--- config.mk ---
export PLATFORM = sky130hd
export DESIGN_NAME = particle_initializer_flat
export DESIGN_NICKNAME = d
export VERILOG_FILES = /design/src/rtl/particle_initializer_if.sv /design/src/rtl/particle_initializer.sv /design/src/flat_wrapper.sv
export SDC_FILE = /design/constraint.sdc
export NUM_CORES = 1
export LEC_CHECK = 0
export ABC_CLOCK_PERIOD_IN_PS = 8300
export BUFFER_PORTS_ARGS = -buffer_cell sky130_fd_sc_hd__buf_2
export CAP_MARGIN = 20
export CORE_MARGIN = 8
export CORE_UTILIZATION = 46
export CTS_CLUSTER_DIAMETER = 120
export DETAILED_ROUTE_END_ITERATION = 10
export PLACE_DENSITY_LB_ADDON = 0.1
export SLEW_MARGIN = 5
export SYNTH_ARGS = -nofsm -noshare
export SYNTH_HDL_FRONTEND = slang
export SYNTH_SLANG_ARGS = --single-unit
--- constraint.sdc ---
create_clock -name clk_in -period 8.3 [get_ports clk_in]
set_input_delay 0.415 -clock clk_in [delete_from_list [all_inputs] [get_ports clk_in]]
set_output_delay 0.415 -clock clk_in [all_outputs]
set_load 0.01 [all_outputs]
--- src/rtl/particle_initializer_if.sv ---
// particle_initializer_if
//   Write-port bundle between the particle initializer and the particle RAM.
//   The initializer drives the request side; the RAM (or an arbiter in front
//   of it) drives the ready.
//   wr_valid_out : write request valid (master -> slave)
//   wr_ready_in  : write accepted when high together with wr_valid_out
//   addr_out     : ADDR_WIDTH-bit word address
//   data_out     : RAM_WIDTH-bit word data
interface particle_initializer_if #(
   parameter int ADDR_WIDTH = 12,
   parameter int RAM_WIDTH  = 64
) ();
   logic                  wr_valid_out;
   logic                  wr_ready_in;
   logic [ADDR_WIDTH-1:0] addr_out;
   logic [RAM_WIDTH-1:0]  data_out;

   modport master (
      output wr_valid_out,
      output addr_out,
      output data_out,
      input  wr_ready_in
   );

   modport slave (
      input  wr_valid_out,
      input  addr_out,
      input  data_out,
      output wr_ready_in
   );
endinterface

--- src/rtl/particle_initializer.sv ---
// particle_initializer
//   On a restart request sweeps the particle RAM, writing a position word at
//   address 2k and a velocity word at address 2k+1 for every particle k.
//   Positions come from per-dimension 16-bit LFSRs (random mode) or from a
//   lattice of grid_w points per axis (grid mode). Velocities are zero or
//   small random fp16 values taken from the current LFSR state.
//   Ports:
//     clk_in            clock, rising edge
//     rst_in            synchronous active-low reset
//     restart_in        start a sweep (only honoured in IDLE)
//     seed_in           LFSR seed, latched on restart
//     particle_count_in particle count, clamped to RAM capacity, latched
//     pos_mode_in       0 random, 1 grid; latched
//     vel_mode_in       0 zero, 1 random; latched
//     grid_w_in         lattice points per axis (0 behaves as 1); latched
//     wr_if             ready/valid write port (master side)
//     busy_out          sweep in progress
//     done_out          one-cycle pulse after the final write is accepted
module particle_initializer #(
   parameter int         ADDR_WIDTH = 12,
   parameter int         DIMS       = 2,
   parameter int         RAM_WIDTH  = 64,
   parameter logic [4:0] POS_EXP    = 5'b01110,
   parameter logic [4:0] VEL_EXP    = 5'b01000
) (
   input  logic                   clk_in,
   input  logic                   rst_in,
   input  logic                   restart_in,
   input  logic [15:0]            seed_in,
   input  logic [15:0]            particle_count_in,
   input  logic                   pos_mode_in,
   input  logic                   vel_mode_in,
   input  logic [7:0]             grid_w_in,
   particle_initializer_if.master wr_if,
   output logic                   busy_out,
   output logic                   done_out
);

   localparam logic [31:0] CAPACITY = 32'd1 << (ADDR_WIDTH - 1);

   typedef enum logic [1:0] {
      ST_IDLE  = 2'd0,
      ST_WRITE = 2'd1,
      ST_DONE  = 2'd2
   } state_t;

   // One Fibonacci step of x^16+x^14+x^13+x^11+1.
   function automatic logic [15:0] lfsr_step(input logic [15:0] l);
      return {l[14:0], l[15] ^ l[13] ^ l[12] ^ l[10]};
   endfunction

   // Per-dimension seed; the all-zero lock-up state is never loaded.
   function automatic logic [15:0] lfsr_seed(input logic [15:0] seed, input int d);
      logic [15:0] s;
      s = seed ^ (16'h1111 * 16'(d));
      return (s == 16'h0000) ? 16'h0001 : s;
   endfunction

   state_t                     state_r, state_nxt_s;
   logic [DIMS-1:0][15:0]      lfsr_r, lfsr_nxt_s;
   logic [DIMS-1:0][7:0]       cnt_r, cnt_nxt_s;
   logic                       pos_mode_r, pos_mode_nxt_s;
   logic                       vel_mode_r, vel_mode_nxt_s;
   logic [7:0]                 grid_w_r, grid_w_nxt_s;
   logic [ADDR_WIDTH-1:0]      last_addr_r, last_addr_nxt_s;
   logic [ADDR_WIDTH-1:0]      addr_r, addr_nxt_s;
   logic [RAM_WIDTH-1:0]       data_r, data_nxt_s, word_s;
   logic                       valid_r, busy_r, done_r;
   logic                       load_word_s, carry_s, accept_s;
   logic [31:0]                n_s;

   assign accept_s = valid_r & wr_if.wr_ready_in;
   // Particle count clamped to what the RAM can hold.
   assign n_s = ({16'h0000, particle_count_in} > CAPACITY) ? CAPACITY
                                                            : {16'h0000, particle_count_in};

   // State register.
   always_ff @(posedge clk_in) begin
      if (!rst_in) state_r <= ST_IDLE;
      else         state_r <= state_nxt_s;
   end

   // Next-state decode.
   always_comb begin
      state_nxt_s = state_r;
      case (state_r)
         ST_IDLE: begin
            if (restart_in) state_nxt_s = (n_s == 32'd0) ? ST_DONE : ST_WRITE;
            else            state_nxt_s = ST_IDLE;
         end
         ST_WRITE: begin
            if (accept_s && (addr_r == last_addr_r)) state_nxt_s = ST_DONE;
            else                                     state_nxt_s = ST_WRITE;
         end
         ST_DONE: state_nxt_s = ST_IDLE;
         default: state_nxt_s = ST_IDLE;
      endcase
   end

   // Next values for the registered datapath and outputs.
   always_comb begin
      lfsr_nxt_s      = lfsr_r;
      cnt_nxt_s       = cnt_r;
      pos_mode_nxt_s  = pos_mode_r;
      vel_mode_nxt_s  = vel_mode_r;
      grid_w_nxt_s    = grid_w_r;
      last_addr_nxt_s = last_addr_r;
      addr_nxt_s      = addr_r;
      load_word_s     = 1'b0;
      carry_s         = 1'b1;
      word_s          = '0;
      data_nxt_s      = data_r;
      case (state_r)
         ST_IDLE: begin
            if (restart_in) begin
               for (int d = 0; d < DIMS; d++) begin
                  lfsr_nxt_s[d] = lfsr_seed(seed_in, d);
                  cnt_nxt_s[d]  = 8'd0;
               end
               pos_mode_nxt_s  = pos_mode_in;
               vel_mode_nxt_s  = vel_mode_in;
               grid_w_nxt_s    = (grid_w_in == 8'd0) ? 8'd1 : grid_w_in;
               last_addr_nxt_s = ADDR_WIDTH'((n_s << 1) - 32'd1);
               addr_nxt_s      = '0;
               load_word_s     = 1'b1;
            end else begin
               load_word_s = 1'b0;
            end
         end
         ST_WRITE: begin
            if (accept_s) begin
               addr_nxt_s  = addr_r + ADDR_WIDTH'(1);
               load_word_s = 1'b1;
               // Generators advance only when a position word leaves.
               if (!addr_r[0]) begin
                  for (int d = 0; d < DIMS; d++) begin
                     lfsr_nxt_s[d] = lfsr_step(lfsr_r[d]);
                     if (carry_s) begin
                        if (cnt_r[d] == grid_w_r - 8'd1) begin
                           cnt_nxt_s[d] = 8'd0;
                        end else begin
                           cnt_nxt_s[d] = cnt_r[d] + 8'd1;
                           carry_s      = 1'b0;
                        end
                     end else begin
                        cnt_nxt_s[d] = cnt_r[d];
                     end
                  end
               end else begin
                  load_word_s = 1'b1;
               end
            end else begin
               load_word_s = 1'b0;
            end
         end
         ST_DONE: load_word_s = 1'b0;
         default: load_word_s = 1'b0;
      endcase

      // Word for the next address, built from the generator state it will see.
      for (int d = 0; d < DIMS; d++) begin
         if (!addr_nxt_s[0]) begin
            if (pos_mode_nxt_s)
               word_s[RAM_WIDTH-1-16*d -: 16] = {1'b0, POS_EXP, cnt_nxt_s[d], 2'b00};
            else
               word_s[RAM_WIDTH-1-16*d -: 16] = {lfsr_nxt_s[d][15], POS_EXP, lfsr_nxt_s[d][9:0]};
         end else if (vel_mode_nxt_s) begin
            word_s[RAM_WIDTH-1-16*d -: 16] = {lfsr_nxt_s[d][14], VEL_EXP, lfsr_nxt_s[d][12:3]};
         end else begin
            word_s[RAM_WIDTH-1-16*d -: 16] = 16'h0000;
         end
      end

      // Outside WRITE the bus returns to its idle values.
      if (state_nxt_s != ST_WRITE) begin
         addr_nxt_s = '0;
         data_nxt_s = '0;
      end else if (load_word_s) begin
         data_nxt_s = word_s;
      end else begin
         data_nxt_s = data_r;
      end
   end

   // Datapath and output registers.
   always_ff @(posedge clk_in) begin
      if (!rst_in) begin
         for (int d = 0; d < DIMS; d++) begin
            lfsr_r[d] <= 16'h0001;
            cnt_r[d]  <= 8'd0;
         end
         pos_mode_r  <= 1'b0;
         vel_mode_r  <= 1'b0;
         grid_w_r    <= 8'd1;
         last_addr_r <= '0;
         addr_r      <= '0;
         data_r      <= '0;
         valid_r     <= 1'b0;
         busy_r      <= 1'b0;
         done_r      <= 1'b0;
      end else begin
         lfsr_r      <= lfsr_nxt_s;
         cnt_r       <= cnt_nxt_s;
         pos_mode_r  <= pos_mode_nxt_s;
         vel_mode_r  <= vel_mode_nxt_s;
         grid_w_r    <= grid_w_nxt_s;
         last_addr_r <= last_addr_nxt_s;
         addr_r      <= addr_nxt_s;
         data_r      <= data_nxt_s;
         valid_r     <= (state_nxt_s == ST_WRITE);
         busy_r      <= (state_nxt_s == ST_WRITE);
         done_r      <= (state_nxt_s == ST_DONE);
      end
   end

   assign wr_if.wr_valid_out = valid_r;
   assign wr_if.addr_out     = addr_r;
   assign wr_if.data_out     = data_r;
   assign busy_out           = busy_r;
   assign done_out           = done_r;

endmodule

--- src/flat_wrapper.sv ---
// flat-port wrapper written by rule: the top's interface ports become plain ports
module particle_initializer_flat 
#(
   parameter int         ADDR_WIDTH = 12,
   parameter int         DIMS       = 2,
   parameter int         RAM_WIDTH  = 64,
   parameter logic [4:0] POS_EXP    = 5'b01110,
   parameter logic [4:0] VEL_EXP    = 5'b01000
)
  (clk_in, rst_in, restart_in, seed_in, particle_count_in, pos_mode_in, vel_mode_in, grid_w_in, busy_out, done_out, wr_if_wr_valid_out, wr_if_addr_out, wr_if_data_out, wr_if_wr_ready_in);
  particle_initializer_if #(.ADDR_WIDTH(ADDR_WIDTH), .RAM_WIDTH(RAM_WIDTH)) wr_if_i ();
  input  logic clk_in;
  input  logic rst_in;
  input  logic restart_in;
  input  logic [15:0] seed_in;
  input  logic [15:0] particle_count_in;
  input  logic pos_mode_in;
  input  logic vel_mode_in;
  input  logic [7:0] grid_w_in;
  output logic busy_out;
  output logic done_out;
  output wire logic [$bits(wr_if_i.wr_valid_out)-1:0] wr_if_wr_valid_out;
  output wire logic [$bits(wr_if_i.addr_out)-1:0] wr_if_addr_out;
  output wire logic [$bits(wr_if_i.data_out)-1:0] wr_if_data_out;
  input wire logic [$bits(wr_if_i.wr_ready_in)-1:0] wr_if_wr_ready_in;
  assign wr_if_wr_valid_out = wr_if_i.wr_valid_out;
  assign wr_if_addr_out = wr_if_i.addr_out;
  assign wr_if_data_out = wr_if_i.data_out;
  assign wr_if_i.wr_ready_in = wr_if_wr_ready_in;
  particle_initializer #(.ADDR_WIDTH(ADDR_WIDTH), .DIMS(DIMS), .RAM_WIDTH(RAM_WIDTH), .POS_EXP(POS_EXP), .VEL_EXP(VEL_EXP)) u_core (.clk_in(clk_in), .rst_in(rst_in), .restart_in(restart_in), .seed_in(seed_in), .particle_count_in(particle_count_in), .pos_mode_in(pos_mode_in), .vel_mode_in(vel_mode_in), .grid_w_in(grid_w_in), .wr_if(wr_if_i), .busy_out(busy_out), .done_out(done_out));
endmodule
==> reports/qor.csv <==
metric,value,unit
outcome,"complete, no violations",
Routed Antenna Nets,0,
CTS tree,yes,
Worst path max stage delay,0.83,ns
Iter 0 DRT Violations,444,
clock sinks,110,
proportion of synthesized area in mux cells,0.855,%
"critical path, cell by cell","buf_2, or4_1, nor3_1, nand3_1, a21oi_1, nand2_1, ha_1, nand4_1, a22oi_1, or2_2, clkinv_1, o2111ai_1, o22ai_1",
Sum Neg Setup Slack,0,ns
wire per inst,18.5,um
Netlist cell types,70,
multi-input logic area,3670,um2
final setup violation count,0,
fillers,1291,
PnR worst setup slack,4.33,ns
hold buffer count at CTS,0,
worst hold stages,3,
Final Cycle Share,47.8,%
Critical Path Source Type,input port,
Max Cap Viol,0,
register area share after synthesis,35.0,%
normalized max-slew margin,31.6,%
"Primary FF master, synth",dfxtp_1,
Initial Util,47.3,%
cell count after synthesis,761,
Final Critical Period,3.97,ns
vias in the first global route,5579,
slowest stage cell on the critical path,a21oi_1,
hpwl dp,13.5,mm
Longest Clk Path Bufs,2,
Internal Power,851,uW
Die Wd,133,um
Sw Ratio,31.0,%
number of port buffers,88,
Worst R2R Path Depth,9,
IO Pins,125,
# rows,42,
Clock Power Share,34.1,%
Ys Warns,0,
Syn Area/Cell,8.27,um2
CTS resizes,0,
asr flop ratio synth,0,%
vias,5778,
Slew @ Worst Pin,1.03,ns
"commonest non-fill, non-tap cell in the layout",dfxtp_1,
Post-DP Area,6630,um2
Final Slew Violations,0,
die span in y,133,um
Compound-Gate Fraction of Synth Area,22.8,%
ant diodes,0,
storage element area,2200,um2
RSZ-0062 raised after global routing,no,
Seq pwr share,46.8,%
Final Skew,0.0126,ns
cell total after placement,973,
Power Density,179,nW/um2
residual DRC count,0,
"EDFF count, synth",0,
WP data required,8.59,ns
xor and xnor fraction of the mapped netlist area,7.83,%
Final Hold Fails,0,
R2R Path End,u_core.wr_if.data_out[55],
GRT Total Usage,20.4,%
Clock Pin Slew Worst Setup and Hold Paths,0.08,ns
Synth Register Bits,110,
Mapped Area,6290,um2
CP Data Arrival Time,4.26,ns
TritonCTS buffer count,9,
Vias/cell,5.84,
Placement Setup Slack,3.99,ns
total power,1230,uW
CP Class,input port to register,
GPL Wtd Cong,0.885,
Syn-to-layout area delta,9.78,%
main combinational cell family by area after synthesis,simple AND/OR/NAND/NOR gates,
post-synthesis adder-cell area fraction,1.19,%
initial antenna violation count,0,
gr ovfl total,0,
Worst R2R Start,u_core.wr_if.wr_valid_out,
Clk Tree Root Cell,clkbuf_16,
Fmax,252,MHz
first-pass GRT wire length,29.6,mm
postcts setup bufs,0,
Die ar.,17700,um2
Gate power share,19.1,%
share of layout cells above drive strength 1,16.2,%
Total Wirelength,18.3,mm
Net Switching,383,uW
Min-Delay Path Class,input port to register,
drt pass-1 iters,5,
CP max FO,31,
leakage,0.00277,uW
Worst Hold End,u_core.grid_w_r[1],
most frequent cells in the layout,"110 x dfxtp_1, 88 x buf_2, 68 x nand2_1, 68 x nor2_1, 48 x a21oi_1",
Final Cell Area,6910,um2
largest net degree at the start of global routing,41,
core area,13300,um2
simple-gate share of the synthesized area,23.3,%
final net count,860,
H-tree depth,3,
CP endpoint kind,register,
final non-filler cell total,989,
r2r setup slk,4.91,ns
clk_lat worst skew,0.36,ns
hold path start,grid_w_in[1],
maximum vdd drop,0.117,mV
-- cell usage after synthesis, types with 3 or more instances --
master | n | share of area, %
a211oi_1 | 5 | 0.60
nor3_1 | 25 | 2.0
a221oi_1 | 16 | 2.2
a41oi_1 | 3 | 0.42
a22oi_1 | 7 | 0.83
a21o_1 | 3 | 0.36
a311oi_1 | 3 | 0.42
or3_1 | 4 | 0.40
buf_4 | 42 | 5.0
and2_1 | 40 | 4.0
and4_1 | 3 | 0.42
mux2_2 | 3 | 0.54
o31ai_1 | 6 | 0.72
o211ai_1 | 5 | 0.60
xnor2_1 | 27 | 3.8
ha_1 | 6 | 1.2
nand3_1 | 18 | 1.4
a21boi_0 | 3 | 0.36
nor4b_1 | 3 | 0.42
a21oi_1 | 49 | 3.9
nor4_1 | 10 | 0.99
o211a_1 | 3 | 0.48
nand2b_1 | 5 | 0.50
o21a_1 | 5 | 0.60
a221o_1 | 32 | 5.1
or4_1 | 7 | 0.83
a31oi_1 | 11 | 1.1
nor2_1 | 69 | 4.1
or2_2 | 5 | 0.50
xor2_1 | 19 | 2.6
nand2_1 | 68 | 4.1
and3_1 | 5 | 0.50
o221a_2 | 3 | 0.54
nand4_1 | 11 | 1.1
a211o_1 | 5 | 0.70
dfxtp_1 | 110 | 35
clkbuf_1 | 44 | 2.6
buf_2 | 8 | 0.64
inv_1 | 8 | 0.48
o21ai_0 | 24 | 1.9
-- area by class of cell --
cell class                      count  area share [%]
Sequential cell                   110            31.9
Inverter                           10           0.543
Multi-Input combinational cell    581            53.1
Timing Repair Buffer               96            7.24
Clock buffer                       10            3.31
Tap cell                          176            3.19
Clock inverter                      6           0.761
-- logic make-up (layout without fill, tap and decap cells) --
group,Yosys count,count (layout)
simple gates,286,286
compound gates,198,198
flops,110,110
buf+inv,105,122
xor+xnor,50,50
fa+ha+maj,6,6
mux,5,5
other cells,1,36
-- critical path: cells and delay by family --
family	cells	cell delay, ns
adder cells (fa/ha/maj)	1	0.25
AO/OA/AOI/OAI	4	1.22
buffers and inverters	2	0.39
AND/OR/NAND/NOR	6	2.00
-- layer usage --
layer	vias up	GRT usage [%]	wire length (um)
li1	2797	-	-
met1	2767	25.4	8170
met2	187	33.5	8630
met3	27	4.88	1070
met4	0	7.70	454
met5	-	0	0
-- metrics by stage --
step / utilization [%] / hold WS, ns
3_3_place_gp: 49.8 / 0.472
4_1_cts: 52.0 / 0.299
6_report: 52.0 / 0.312
2_1_floorplan: - / 0.444
3_5_place_dp: 49.8 / 0.478
5_1_grt: 52.0 / 0.310
-- how the worst max path moves through the flow --
stage	slack, ns	from	cells past startpoint	end
finish	4.33	particle_count_in[2]	13	u_core.wr_if.data_out[34]
global route	4.06	particle_count_in[2]	13	u_core.wr_if.data_out[34]
CTS	4.36	particle_count_in[2]	13	u_core.wr_if.data_out[34]
detailed placement	3.99	particle_count_in[2]	13	u_core.wr_if.data_out[34]
global placement	4.21	particle_count_in[2]	13	u_core.wr_if.data_out[34]
floorplan	4.97	particle_count_in[2]	14	u_core.wr_if.data_out[39]
-- power by group through the flow --
stage,clock (uW),sequential (uW),combinational [uW]
floorplan,0,586,180
global placement,0,589,230
detailed placement,0,590,233
CTS,430,577,234
global route,451,581,259
finish,420,577,236
-- registers in the layout (all words and copies together), names as in the netlist --
register                   cells
u_core.wr_if.data_out         24
u_core.cnt_r                  16
u_core.grid_w_r                8
u_core.last_addr_r            12
u_core.vel_mode_r              1
u_core.done_out                1
u_core.lfsr_r                 32
u_core.wr_if.wr_valid_out      1
u_core.state_r                 2
u_core.pos_mode_r              1
u_core.wr_if.addr_out         12
Note: power is estimated with default switching activity, not from simulation.
